**src/rtl/intercal_alu_pkg.sv**
```systemverilog
// Shared op-codes, FSM state type and latency helper for the INTERCAL ALU.
package intercal_alu_pkg;

  localparam logic [3:0] OP_A           = 4'd0;
  localparam logic [3:0] OP_B           = 4'd1;
  localparam logic [3:0] OP_ANDH        = 4'd2;
  localparam logic [3:0] OP_AND         = 4'd3;
  localparam logic [3:0] OP_ORH         = 4'd4;
  localparam logic [3:0] OP_OR          = 4'd5;
  localparam logic [3:0] OP_XORH        = 4'd6;
  localparam logic [3:0] OP_XOR         = 4'd7;
  localparam logic [3:0] OP_MINGLE_LO   = 4'd8;
  localparam logic [3:0] OP_MINGLE_HI   = 4'd9;
  localparam logic [3:0] OP_SELH        = 4'd10;
  localparam logic [3:0] OP_SEL         = 4'd11;
  localparam logic [3:0] OP_ILLEGAL_MIN = 4'd12;

  typedef enum logic [1:0] {
    ST_IDLE = 2'd0,
    ST_SEL  = 2'd1,
    ST_DONE = 2'd2
  } state_e;

  // Cycles from accept to out_valid.
  function automatic int unsigned latency(input logic [3:0] op, input int unsigned width);
    if (op == OP_SEL)       return 1 + width;
    else if (op == OP_SELH) return 1 + width / 2;
    else                    return 1;
  endfunction

endpackage

```
**src/rtl/intercal_select_serial.sv**
```systemverilog
// Serial select engine: one mask bit per cycle, full width or two independent halves.
module intercal_select_serial #(
  parameter int WIDTH = 32
) (
  input  logic             clk,
  input  logic             rst,
  input  logic             start_i,
  input  logic             split_i,
  input  logic [WIDTH-1:0] x_i,
  input  logic [WIDTH-1:0] m_i,
  output logic             done_o,
  output logic [WIDTH-1:0] res_o
);

  localparam int H  = WIDTH / 2;
  localparam int IW = $clog2(WIDTH);
  localparam int CW = IW + 1;

  logic [WIDTH-1:0] x_q, m_q, acc_q, acc_d;
  logic [CW-1:0]    cnt_q, plo_q, phi_q, plo_d, phi_d;
  logic             act_q, split_q;
  logic [CW-1:0]    last;
  logic [IW-1:0]    k_lo, k_hi, w_lo, w_hi;

  assign last   = split_q ? CW'(H - 1) : CW'(WIDTH - 1);
  assign done_o = act_q && (cnt_q == last);
  assign k_lo   = cnt_q[IW-1:0];
  assign k_hi   = k_lo + IW'(H);
  assign w_lo   = plo_q[IW-1:0];
  assign w_hi   = phi_q[IW-1:0] + IW'(H);

  // Low pointer serves the whole word in full mode; high pointer only in split mode.
  always_comb begin
    acc_d = acc_q;
    plo_d = plo_q;
    phi_d = phi_q;
    if (act_q) begin
      if (m_q[k_lo]) begin
        acc_d[w_lo] = x_q[k_lo];
        plo_d       = plo_q + CW'(1);
      end
      if (split_q && m_q[k_hi]) begin
        acc_d[w_hi] = x_q[k_hi];
        phi_d       = phi_q + CW'(1);
      end
    end
  end

  assign res_o = acc_d;

  always_ff @(posedge clk) begin
    if (rst) begin
      x_q     <= '0;
      m_q     <= '0;
      acc_q   <= '0;
      cnt_q   <= '0;
      plo_q   <= '0;
      phi_q   <= '0;
      act_q   <= 1'b0;
      split_q <= 1'b0;
    end else if (start_i) begin
      x_q     <= x_i;
      m_q     <= m_i;
      split_q <= split_i;
      acc_q   <= '0;
      cnt_q   <= '0;
      plo_q   <= '0;
      phi_q   <= '0;
      act_q   <= 1'b1;
    end else if (act_q) begin
      acc_q <= acc_d;
      plo_q <= plo_d;
      phi_q <= phi_d;
      if (done_o) act_q <= 1'b0;
      else        cnt_q <= cnt_q + CW'(1);
    end
  end

endmodule

```
**src/rtl/intercal_alu_mc.sv**
```systemverilog
// Multi-cycle INTERCAL ALU: single-cycle unary/mingle ops, serial select, held result.
module intercal_alu_mc
  import intercal_alu_pkg::*;
#(
  parameter int WIDTH = 32
) (
  input  logic             clk,
  input  logic             rst,
  input  logic             in_valid,
  output logic             in_ready,
  input  logic [3:0]       op,
  input  logic [WIDTH-1:0] a,
  input  logic [WIDTH-1:0] b,
  output logic             out_valid,
  input  logic             out_ready,
  output logic [WIDTH-1:0] f,
  output logic             err,
  output logic             busy
);

  localparam int H = WIDTH / 2;

  state_e           state_q, state_d;
  logic [WIDTH-1:0] f_q, f_d;
  logic             err_q, err_d;
  logic             accept, is_sel, sel_done;
  logic [WIDTH-1:0] sel_res;
  logic [WIDTH-1:0] rot_full, rot_half, mg_lo, mg_hi, alu_f;
  logic             alu_err;

  assign in_ready  = (state_q == ST_IDLE);
  assign out_valid = (state_q == ST_DONE);
  assign busy      = (state_q != ST_IDLE);
  assign f         = f_q;
  assign err       = err_q;
  assign accept    = in_valid && in_ready;
  assign is_sel    = (op == OP_SEL) || (op == OP_SELH);

  // Rotate right by one inside the whole word, or inside each half independently.
  assign rot_full = {a[0], a[WIDTH-1:1]};
  assign rot_half = {a[H], a[WIDTH-1:H+1], a[0], a[H-1:1]};

  always_comb begin
    mg_lo = '0;
    mg_hi = '0;
    for (int i = 0; i < H; i++) begin
      mg_lo[2*i+1] = a[i];
      mg_lo[2*i]   = b[i];
      mg_hi[2*i+1] = a[H+i];
      mg_hi[2*i]   = b[H+i];
    end
  end

  always_comb begin
    alu_f   = '0;
    alu_err = (op >= OP_ILLEGAL_MIN);
    case (op)
      OP_A:         alu_f = a;
      OP_B:         alu_f = b;
      OP_ANDH:      alu_f = a & rot_half;
      OP_AND:       alu_f = a & rot_full;
      OP_ORH:       alu_f = a | rot_half;
      OP_OR:        alu_f = a | rot_full;
      OP_XORH:      alu_f = a ^ rot_half;
      OP_XOR:       alu_f = a ^ rot_full;
      OP_MINGLE_LO: alu_f = mg_lo;
      OP_MINGLE_HI: alu_f = mg_hi;
      default:      alu_f = '0;
    endcase
  end

  intercal_select_serial #(.WIDTH(WIDTH)) u_sel (
    .clk     (clk),
    .rst     (rst),
    .start_i (accept && is_sel),
    .split_i (op == OP_SELH),
    .x_i     (a),
    .m_i     (b),
    .done_o  (sel_done),
    .res_o   (sel_res)
  );

  always_comb begin
    state_d = state_q;
    f_d     = f_q;
    err_d   = err_q;
    case (state_q)
      ST_IDLE: if (accept) begin
        if (is_sel) begin
          state_d = ST_SEL;
        end else begin
          state_d = ST_DONE;
          f_d     = alu_f;
          err_d   = alu_err;
        end
      end
      ST_SEL: if (sel_done) begin
        state_d = ST_DONE;
        f_d     = sel_res;
        err_d   = 1'b0;
      end
      ST_DONE: if (out_ready) state_d = ST_IDLE;
      default: state_d = ST_IDLE;
    endcase
  end

  always_ff @(posedge clk) begin
    if (rst) begin
      state_q <= ST_IDLE;
      f_q     <= '0;
      err_q   <= 1'b0;
    end else begin
      state_q <= state_d;
      f_q     <= f_d;
      err_q   <= err_d;
    end
  end

endmodule

```
**config.mk**
```make
export PLATFORM = sky130hd
export DESIGN_NAME = intercal_alu_mc
export DESIGN_NICKNAME = d
export VERILOG_FILES = /design/src/rtl/intercal_alu_pkg.sv /design/src/rtl/intercal_select_serial.sv /design/src/rtl/intercal_alu_mc.sv
export SDC_FILE = /design/constraint.sdc
export NUM_CORES = 1
export LEC_CHECK = 0
export ABC_AREA = 1
export CAP_MARGIN = 20
export CORE_AREA = 5 5 148 150
export DETAILED_ROUTE_END_ITERATION = 7
export DIE_AREA = 0 0 153 155
export PLACE_DENSITY = 0.71
export SLEW_MARGIN = 10
export SYNTH_ARGS = -nofsm -noshare
export SYNTH_HDL_FRONTEND = slang
export SYNTH_SLANG_ARGS = --single-unit
```
**constraint.sdc**
```tcl
create_clock -name clk -period 5.2 [get_ports clk]
set_input_delay 1.04 -clock clk [delete_from_list [all_inputs] [get_ports clk]]
set_output_delay 1.04 -clock clk [all_outputs]
set_load 0.005 [all_outputs]
```
**After elaboration in Yosys (flattened, before gate mapping)**

Index checks and enable logic that the tools add are counted.

- Input port bits: 72
- Register bits: 151

- Bitwise operators: 7
- Eq/ne operators: 18
- Magnitude comparators: 7
- Add/subtract/negate cells: 5
- Reductions and logical operators: 17
- Muxes and demuxes: 36

Operators with widths:

| kind | number |
|---|---|
| 32-bit case mux with 10 select lines | 1 |
| 32-bit 2-to-1 mux | 7 |
| 32-bit AND | 2 |
| 32-bit bitwise mux | 2 |
| 32-bit bitwise OR | 2 |
| 32-bit case mux with 2 select lines | 1 |
| 32-bit bitwise XOR | 2 |
| 5-bit by 6-bit less-than comparator with 1-bit output, second input constant | 4 |
| 1-bit binary-select mux with 5-bit select | 4 |
| 6-bit by 1-bit adder with 6-bit output, second input constant | 3 |
| 4-bit by 3-bit equality test with 1-bit output, second input constant | 4 |
| 4-bit equality test, second input constant | 4 |
| 1-bit 2-to-1 mux | 12 |
| 5-bit adder, second input constant | 2 |
| 1-bit demux with 5-bit select | 2 |
| 5-bit by 1-bit >= comparator with 1-bit output, second input constant | 2 |
| 4-bit by 2-bit equality test with 1-bit output, second input constant | 2 |
| 2-bit 2-to-1 mux | 4 |
| 6-bit equality test | 1 |
| 1-bit logical AND | 6 |
| 2-bit case mux with 3 select lines | 1 |
| 2-bit AND reduction | 3 |
| 5-bit 2-to-1 mux | 1 |
| 4-bit by 1-bit equality test with 1-bit output, second input constant | 1 |
| other kinds (14) | 17 |

**Longest topological paths before layout**

Gate-level depths: netlist of run 1.

- Depth in word-level cells: 12
- Depth in mapped cells: 19
- Mapped depth without buffers: 15

**Hierarchy**

From an unflattened synthesis of run 1, not the netlist that was laid out.

- Cell total of the unflattened synthesis: 1,689
- Area, all modules: 10,551.4 µm²

Modules (own cells, without submodules):

| module | cells each | times used | area each (µm²) | sequential area each (µm²) |
|---|---|---|---|---|
| intercal_select_serial | 1,034 | 1 | 6,467.5 | 2,282.2 |
| intercal_alu_mc | 655 | 1 | 4,083.9 | 700.7 |

**Worst setup path before layout of run 1**

No wires, ideal clock.

- Path kind: in2reg
- From: input port op[3]
- To: register f_q[24], in the netlist f[24]
- Path buffers: 2
- Setup time: 0.122 ns
- Path slack: 2.834 ns
- Required time: 5.078 ns
- Stages on the path: 10
- Data arrival time: 2.244 ns
- Cell sequence: inv_1 -> nor2_1 -> nand2_1 -> buf_2 -> buf_2 -> o22ai_1 -> a2111oi_0 -> nor2_1 -> nor2_1 -> a21oi_2

- Cells in the longest elaborated chain, start to end: 5
- Elaborated cells between the ends (all ways): 19

Ends and longest elaborated chain:

| element | line | text |
|---|---|---|
| from (decl) | intercal_alu_mc.sv:11 | `input logic [3:0] op,` |
| 4-bit equality test, or another cell as far along | intercal_alu_mc.sv:57 | `case (op)` |
| 32-bit case mux with 10 select lines | intercal_alu_mc.sv:57 |  |
| 32-bit 2-to-1 mux | intercal_alu_mc.sv:89 | `if (is_sel) begin` |
| 32-bit 2-to-1 mux | intercal_alu_mc.sv:88 | `ST_IDLE: if (accept) begin` |
| 32-bit case mux with 2 select lines | intercal_alu_mc.sv:87 | `case (state_q)` |
| to (signal assigned) | intercal_alu_mc.sv:110 | `f_q <= '0;` |
| to (signal assigned) | intercal_alu_mc.sv:114 | `f_q <= f_d;` |
| to (decl) | intercal_alu_mc.sv:24 | `logic [WIDTH-1:0] f_q, f_d;` |

Parallel ways exist; a longest one is shown, timed or not. The select of a mux whose other input is x is not followed.
A chain may end at the register's enable or synchronous reset.

**Worst setup path after layout of run 1**

- From: input port op[1]
- To: register f_q[26], in the netlist f[26]

The elaborated chain is that of the path after synthesis.

==> results of run 1 <==
## layer usage
layer  wire (um)  part of all wire (%)  vias up
li1            -                     -     5242
met1       15700                    43     4991
met2       15100                    42      597
met3        3780                    10       98
met4        1630                   4.5        0
met5           0                     0        -
## registers in the layout, summed over array words and instances, names as in the netlist
name	flops
u_sel.acc_q	32
u_sel.m_q	32
err	1
u_sel.act_q	1
f	32
u_sel.x_q	32
u_sel.split_q	1
u_sel.cnt_q	6
state_q	2
u_sel.phi_q	5
u_sel.plo_q	5
## report_power, final
part	switching, W	leakage (nW)	internal (W)
clock	0.000532	0.305	0.000855
sequential	0.0000433	1.21	0.00120
combinational	0.000347	3.37	0.000227
total	0.000922	4.88	0.00228
## worst paths after layout
check                                             endpoint  depth (start not counted)
worst max register to register          f[15]$_SDFFE_PP0P_                         15
worst min-delay path            u_sel.x_q[13]$_SDFFE_PP0P_                          2
worst min register to register  u_sel.x_q[13]$_SDFFE_PP0P_                          2
worst max-delay path                    f[26]$_SDFFE_PP0P_                          8
## worst register-to-register path: cells and delay by family, from the launching register on
kind                   cells  cell delay (ps)
AOI/OAI and AO/OA          2              260
buffers and inverters      1              420
and+or+nand+nor           12             1940
DFF                        1              730
## placed cells by master (no fill, tap or decap), types with 6 or more instances in the layout
cell             synthesis  final
nand2_1                328    326
nor2_1                 175    174
nand3_1                149    149
dfxtp_1                149    148
a21oi_1                140    140
o21ai_0                139    139
inv_1                  130    129
clkdlybuf4s50_1          0    107
ha_1                    69     69
a21oi_2                 30     30
o22ai_1                 29     29
a2111oi_0               18     18
o21ai_1                 17     17
clkbuf_16                0     17
a221oi_1                15     15
nor3_1                  11     11
inv_2                    8      9
buf_4                    6      9
o221ai_1                 7      7
nand2_2                  4      6
o211ai_1                 6      6
## cell type report
class	instances	area share (%)
tap	275	2.95
timing repair buffer	117	9.93
sequential	149	25.6
clock buffer	20	3.74
clock inverter	11	1.69
multi-input combinational	1152	51.6
inverter	139	4.49
## cell families (layout without fill, tap and decap cells)
group,count (synthesis),in the layout
compound gates,406,406
xor+xnor,1,1
fa+ha+maj,69,69
buf+inv,237,287
flops,149,149
simple gates,676,676
## through the flow
step           utilization [%]  hold WS [ps]  cell area, um2  power, W  cells
3_5_place_dp              53.6           442           11000   0.00182   1831
2_1_floorplan                -           429           10100   0.00156   1538
5_1_grt                   56.8           470           11700   0.00332   1863
4_1_cts                   56.7           451           11600   0.00319   1862
3_3_place_gp              53.6           438           11000   0.00182   1831
6_report                  56.8           451           11700   0.00320   1863
==> summary.txt, run 1 <==
Worst hold path
  • Hold Crit Class: flip-flop to flip-flop
  • Worst Hold Launch: u_sel.x_q[13]$_SDFFE_PP0P_

Logic synthesis
  • #FFs+latches synth: 149
  • Post-synth top flop: dfxtp_1
  • Ys Warns: 0
  • Post-synth top area share: between 20 and 30%
  • Largest area contributor in the netlist: dfxtp_1
  • Number of synthesized flops with an enable pin: 0
  • Area contributors post-synth: dfxtp_1 (30%), nand2_1 (12%), ha_1 (8.6%), nand3_1 (7.4%), a21oi_1 (7.0%)
  • Synth Instances: about 1500
  • Most frequent cell after synthesis: nand2_1
  • Syn nets: 1679
  • Synth Area in XOR/XNOR: less than 1%
  • Sequential element share of the synthesized area: 29.6%
  • FFs w/ async S/R, synth: 0%
  • Netlist cell types: 32
  • Multiplexer share of the synthesized area: 0%
  • Main combinational cell family by area after synthesis: simple AND/OR/NAND/NOR gates
  • Post-Synth Adder-Cell Area: 8.58%
  • Most frequent cells after synthesis: nand2_1 (328), nor2_1 (175), dfxtp_1 (149), nand3_1 (149), a21oi_1 (140)
  • Synth Area in Compound Gates: a little under a quarter
  • Post-Syn Area: between 10000 and 15000 um2
  • Avg Inst Size Synth: roughly 6.5 um2
  • Simple-gate share of the synthesized area: ~28%

Global route
  • GRT Total Usage: between 30% and 40%
  • Met2 usage: roughly 43%
  • Met3 GRT Util: roughly 7.6%
  • First-pass GRT wire length: approximately 56000 um
  • Most Used Layer, Global Route: met2
  • Met1 GRT Util: 41.8%
  • Antenna violations before repair: 0
  • Overflow left after global routing: 0
  • Largest net degree at the start of global routing: between 80 and 90
  • Vias in the first global route: ~10000

Outcome
  • Status: finished, final reports clean

Setup path
  • Critical path's top delay family: buffers and inverters
  • Reg2Reg Setup Slack: 1780 ps
  • Startpoint types: primary input
  • Critical Path Fanout Max: 21
  • Worst path bufs/invs: 2
  • CP Launch Point: op[1]
  • Max incr delay on CP: 930 ps
  • Sequence of cells on the critical path: clkdlybuf4s50_1 -> nor2_1 -> nand2_1 -> inv_1 -> a2111oi_0 -> nor2_1 -> nor2_1 -> a21oi_1
  • Worst path slowest cell: a2111oi_0
  • Critical path class: primary input to flip-flop
  • Req. time, crit path: 5520 ps
  • Worst EP arrival: approximately 4100 ps
  • CP dominant cell by count: nor2_1
  • Reg2Reg Launch Point: u_sel.cnt_q[0]$_SDFFE_PP0P_
  • Worst setup EP type: flip-flop

Timing
  • Fmax achieved: 0.264 GHz
  • Unrepaired setup endpoints after global routing: false
  • Slew Limit Fails: 0
  • Crit share post-route: between 70% and 80%
  • Minimum clock period: between 3000 and 4000 ps
  • Final setup fails: 0
  • Setup Skew: ~11 ps
  • Setup slack of the critical path after layout: 1420 ps
  • Setup TNS: 0 ps
  • Worst-Margin Slew: about 1100 ps
  • Slew margin rel.: approximately a quarter
  • Final hold viol count: 0

Clocking
  • CTS sink cnt: between 100 and 150
  • Longest Clk Path Bufs: 2
  • Clock slew at reported path FFs: ~70 ps
  • H-tree depth: 4
  • CTS tree: built
  • Number of CTS-inserted buffers: 17
  • Root Driver: clkbuf_16
  • CTS resizes: 0
  • Post-CTS Hold Fix Bufs: 0
  • Clk Latency, worst-skew pair: ~430 ps
  • Postcts setup bufs: 0

Floorplan
  • Die area: between 20000 and 25000 um2
  • Die Y: ~160 um
  • I/O Pins: 108
  • Die Wd: 153 um
  • Core area: 20600 um2
  • Starting Density: 48.9%
  • Std cell rows: 53

Layout
  • Share of post-route cells with drive strength above 1: 5.60%
  • Fillers: ~2100
  • Ant diodes: 0
  • Layout Nets: around 1700
  • Synthesis-to-layout area growth: 16.0%
  • Multi-input logic area: ~6000 um2
  • Register area: 2980 um2

Detailed routing
  • Antenna viol nets, final: 0
  • 1st-pass router iterations: 6
  • Remaining routing DRC violations: 0
  • DRT iter0 DRCs: ~1500
  • Routed vias: 10900
  • Final WL: 36300 um
  • Routed vias/inst: about 5.9
  • WL/cell: ~19 um

Placed design
  • Pre-CTS setup slack: ~1200 ps
  • I/O Buffers: around 110
  • Final GP Congestion: about 0.96
  • Dpl hpwl: between 20000 and 30000 um

Power and ir drop
  • Pleak: 4.88 nW
  • PwrDens: 274 nW/um2
  • Maximum VDD drop: around 0.00023 V

Run
  • Max Cap Violations: 0
(Power assumes the default switching activity.)
==> inputs of run 2 (changes only) <==
- clock period: 5.2 -> 3.9 ns (I/O delays scaled with it)
==> summary.txt, run 2 (synthesis gave the netlist of run 1 again) <==
Clocking
  • CTS tree: built
  • Post-CTS Hold Fix Bufs: 0
  • Longest Clk Path Bufs: 2
  • H-tree depth: 4
  • Root Driver: clkbuf_16
  • Number of CTS-inserted buffers: 17
  • CTS resizes: 0
  • Clk Latency, worst-skew pair: ~440 ps
  • Postcts setup bufs: 0
  • Clock slew at reported path FFs: approximately 70 ps
  • CTS sink cnt: 149

Placed design
  • Dpl hpwl: ~26000 um
  • Pre-CTS setup slack: about 740 ps
  • I/O Buffers: 107
  • Final GP Congestion: roughly 1

Outcome
  • Status: finished, final reports clean

Global route
  • Met3 GRT Util: just under 7%
  • Overflow left after global routing: 0
  • Met2 usage: ~45%
  • GRT Total Usage: 29.3%
  • First-pass GRT wire length: 55400 um
  • Antenna violations before repair: 0
  • Met1 GRT Util: between 40 and 50%
  • Vias in the first global route: a little under 10000
  • Largest net degree at the start of global routing: 82
  • Most Used Layer, Global Route: met2

Timing
  • Worst-Margin Slew: between 1000 and 1500 ps
  • Slew Limit Fails: 0
  • Final hold viol count: 0
  • Slew margin rel.: around a quarter
  • Unrepaired setup endpoints after global routing: false
  • Setup Skew: around 12 ps
  • Setup slack of the critical path after layout: just under 900 ps
  • Setup TNS: 0 ps
  • Hold Worst Slack: approximately 450 ps
  • Crit share post-route: ~77%
  • Minimum clock period: roughly 3000 ps
  • Final setup fails: 0
  • Fmax achieved: between 0.3 and 0.4 GHz

Setup path
  • Sequence of cells on the critical path: nand2_1 -> o21ai_1 -> nand2_1 -> nand3_1 -> nand3_1 -> nand2_1 -> nand2_1 -> nand2_2 -> buf_4 -> nand3_1 -> nor2_1 -> nor2_1 -> nand2_1 -> nand2_1 -> nand2_1 -> a21oi_2
  • Critical path's top delay family: simple AND/OR/NAND/NOR gates
  • Worst path slowest cell: dfxtp_2
  • Worst EP arrival: ~3300 ps
  • Critical Path Fanout Max: 27
  • Reg2Reg Setup Slack: 890 ps
  • Worst setup EP type: flip-flop
  • Startpoint types: flip-flop
  • Critical path class: flip-flop to flip-flop
  • CP dominant cell by count: nand2_1
  • Req. time, crit path: approximately 4200 ps
  • Max incr delay on CP: ~700 ps
  • Worst path bufs/invs: 1

Power and ir drop
  • Pleak: 4.94 nW
  • Internal power: between 0.002 and 0.003 W
  • PwrDens: 356 nW/um2
  • Clock power frac: about two fifths
  • Maximum VDD drop: 0.000328 V
  • Sw Ratio: between 20 and 30%
  • Part of the power in registers: between 30 and 40%
  • Logic pwr share: roughly 18%
  • NetSw: approximately 0.0012 W

Layout
  • Layout Nets: between 1500 and 2000
  • Synthesis-to-layout area growth: 16.7%
  • Register area: roughly 3000 um2
  • Share of post-route cells with drive strength above 1: approximately 6.5%
  • Most common cell after layout, fill and taps aside: nand2_1
  • Fillers: between 1500 and 2000
  • Ant diodes: 0
  • Most frequent cells in the layout: nand2_1 (326), nor2_1 (174), nand3_1 (149)
  • Multi-input logic area: between 6000 and 7000 um2

Detailed routing
  • 1st-pass router iterations: 6
  • Antenna viol nets, final: 0
  • WL/cell: 19.2 um
  • DRT iter0 DRCs: about 1500
  • Remaining routing DRC violations: 0
  • Final WL: ~36000 um
  • Routed vias: approximately 11000
  • Routed vias/inst: just under 6

Floorplan
  • I/O Pins: ~110
  • Core area: between 20000 and 25000 um2
  • Std cell rows: 53
  • Starting Density: between 40% and 50%
  • Die Y: about 160 um
  • Die area: ~24000 um2
  • Die Wd: 153 um

Worst hold path
  • Hold Crit Class: flip-flop to flip-flop

Run
  • Max Cap Violations: 0
-- run 2: area by class of cell --
cell class              count  area share, %
repair buffers            128           10.7
multi-input cells        1152           51.3
inverters                 139           4.46
flip-flops and latches    149           25.4
clock buffers              18           3.74
clock inverters            14           1.48
well taps                 275           2.93
-- run 2: path summary, 6_finish.rpt --
path | start | endpoint | cells after the start
worst max register to register | u_sel.cnt_q[0]$_SDFFE_PP0P_ | f[1]$_SDFFE_PP0P_ | 16
worst max-delay path | u_sel.cnt_q[0]$_SDFFE_PP0P_ | f[1]$_SDFFE_PP0P_ | 16
worst min-delay path | u_sel.x_q[11]$_SDFFE_PP0P_ | u_sel.x_q[11]$_SDFFE_PP0P_ | 2
worst min register to register | u_sel.x_q[11]$_SDFFE_PP0P_ | u_sel.x_q[11]$_SDFFE_PP0P_ | 2
-- run 2: per-stage QoR --
stage	area (um2)	power, W	util, %	std cells
6_report	11700	0.00418	57.1	1875
5_1_grt	11700	0.00433	57.1	1875
4_1_cts	11700	0.00417	57.1	1875
3_5_place_dp	11100	0.00244	54.1	1843
3_3_place_gp	11100	0.00244	54.1	1843
2_1_floorplan	10100	0.00208	-	1538
-- run 2: power by group through the flow --
stage	combinational, W	sequential [W]	clock (W)
2_1_floorplan	0.000419	0.00167	0
3_3_place_gp	0.000745	0.00169	0
3_5_place_dp	0.000751	0.00169	0
4_1_cts	0.000757	0.00166	0.00175
5_1_grt	0.000836	0.00166	0.00183
6_report	0.000769	0.00166	0.00175
-- run 2: worst register-to-register path, stage by stage, from the launching register on --
cell and delay, ps:
dfxtp_2 710, nand2_1 130, o21ai_1 220, nand2_1 110, nand3_1 90, nand3_1 100, nand2_1 170, nand2_1 90
nand2_2 360, buf_4 270, nand3_1 130, nor2_1 130, nor2_1 60, nand2_1 100, nand2_1 70, nand2_1 100
a21oi_2 60
-- run 2: per-layer routing --
metal  vias to the layer above  part of all wire [%]
li1                       5264                     -
met1                      5016                    42
met2                       646                    44
met3                       109                    11
met4                         0                   3.7
met5                         -                     0
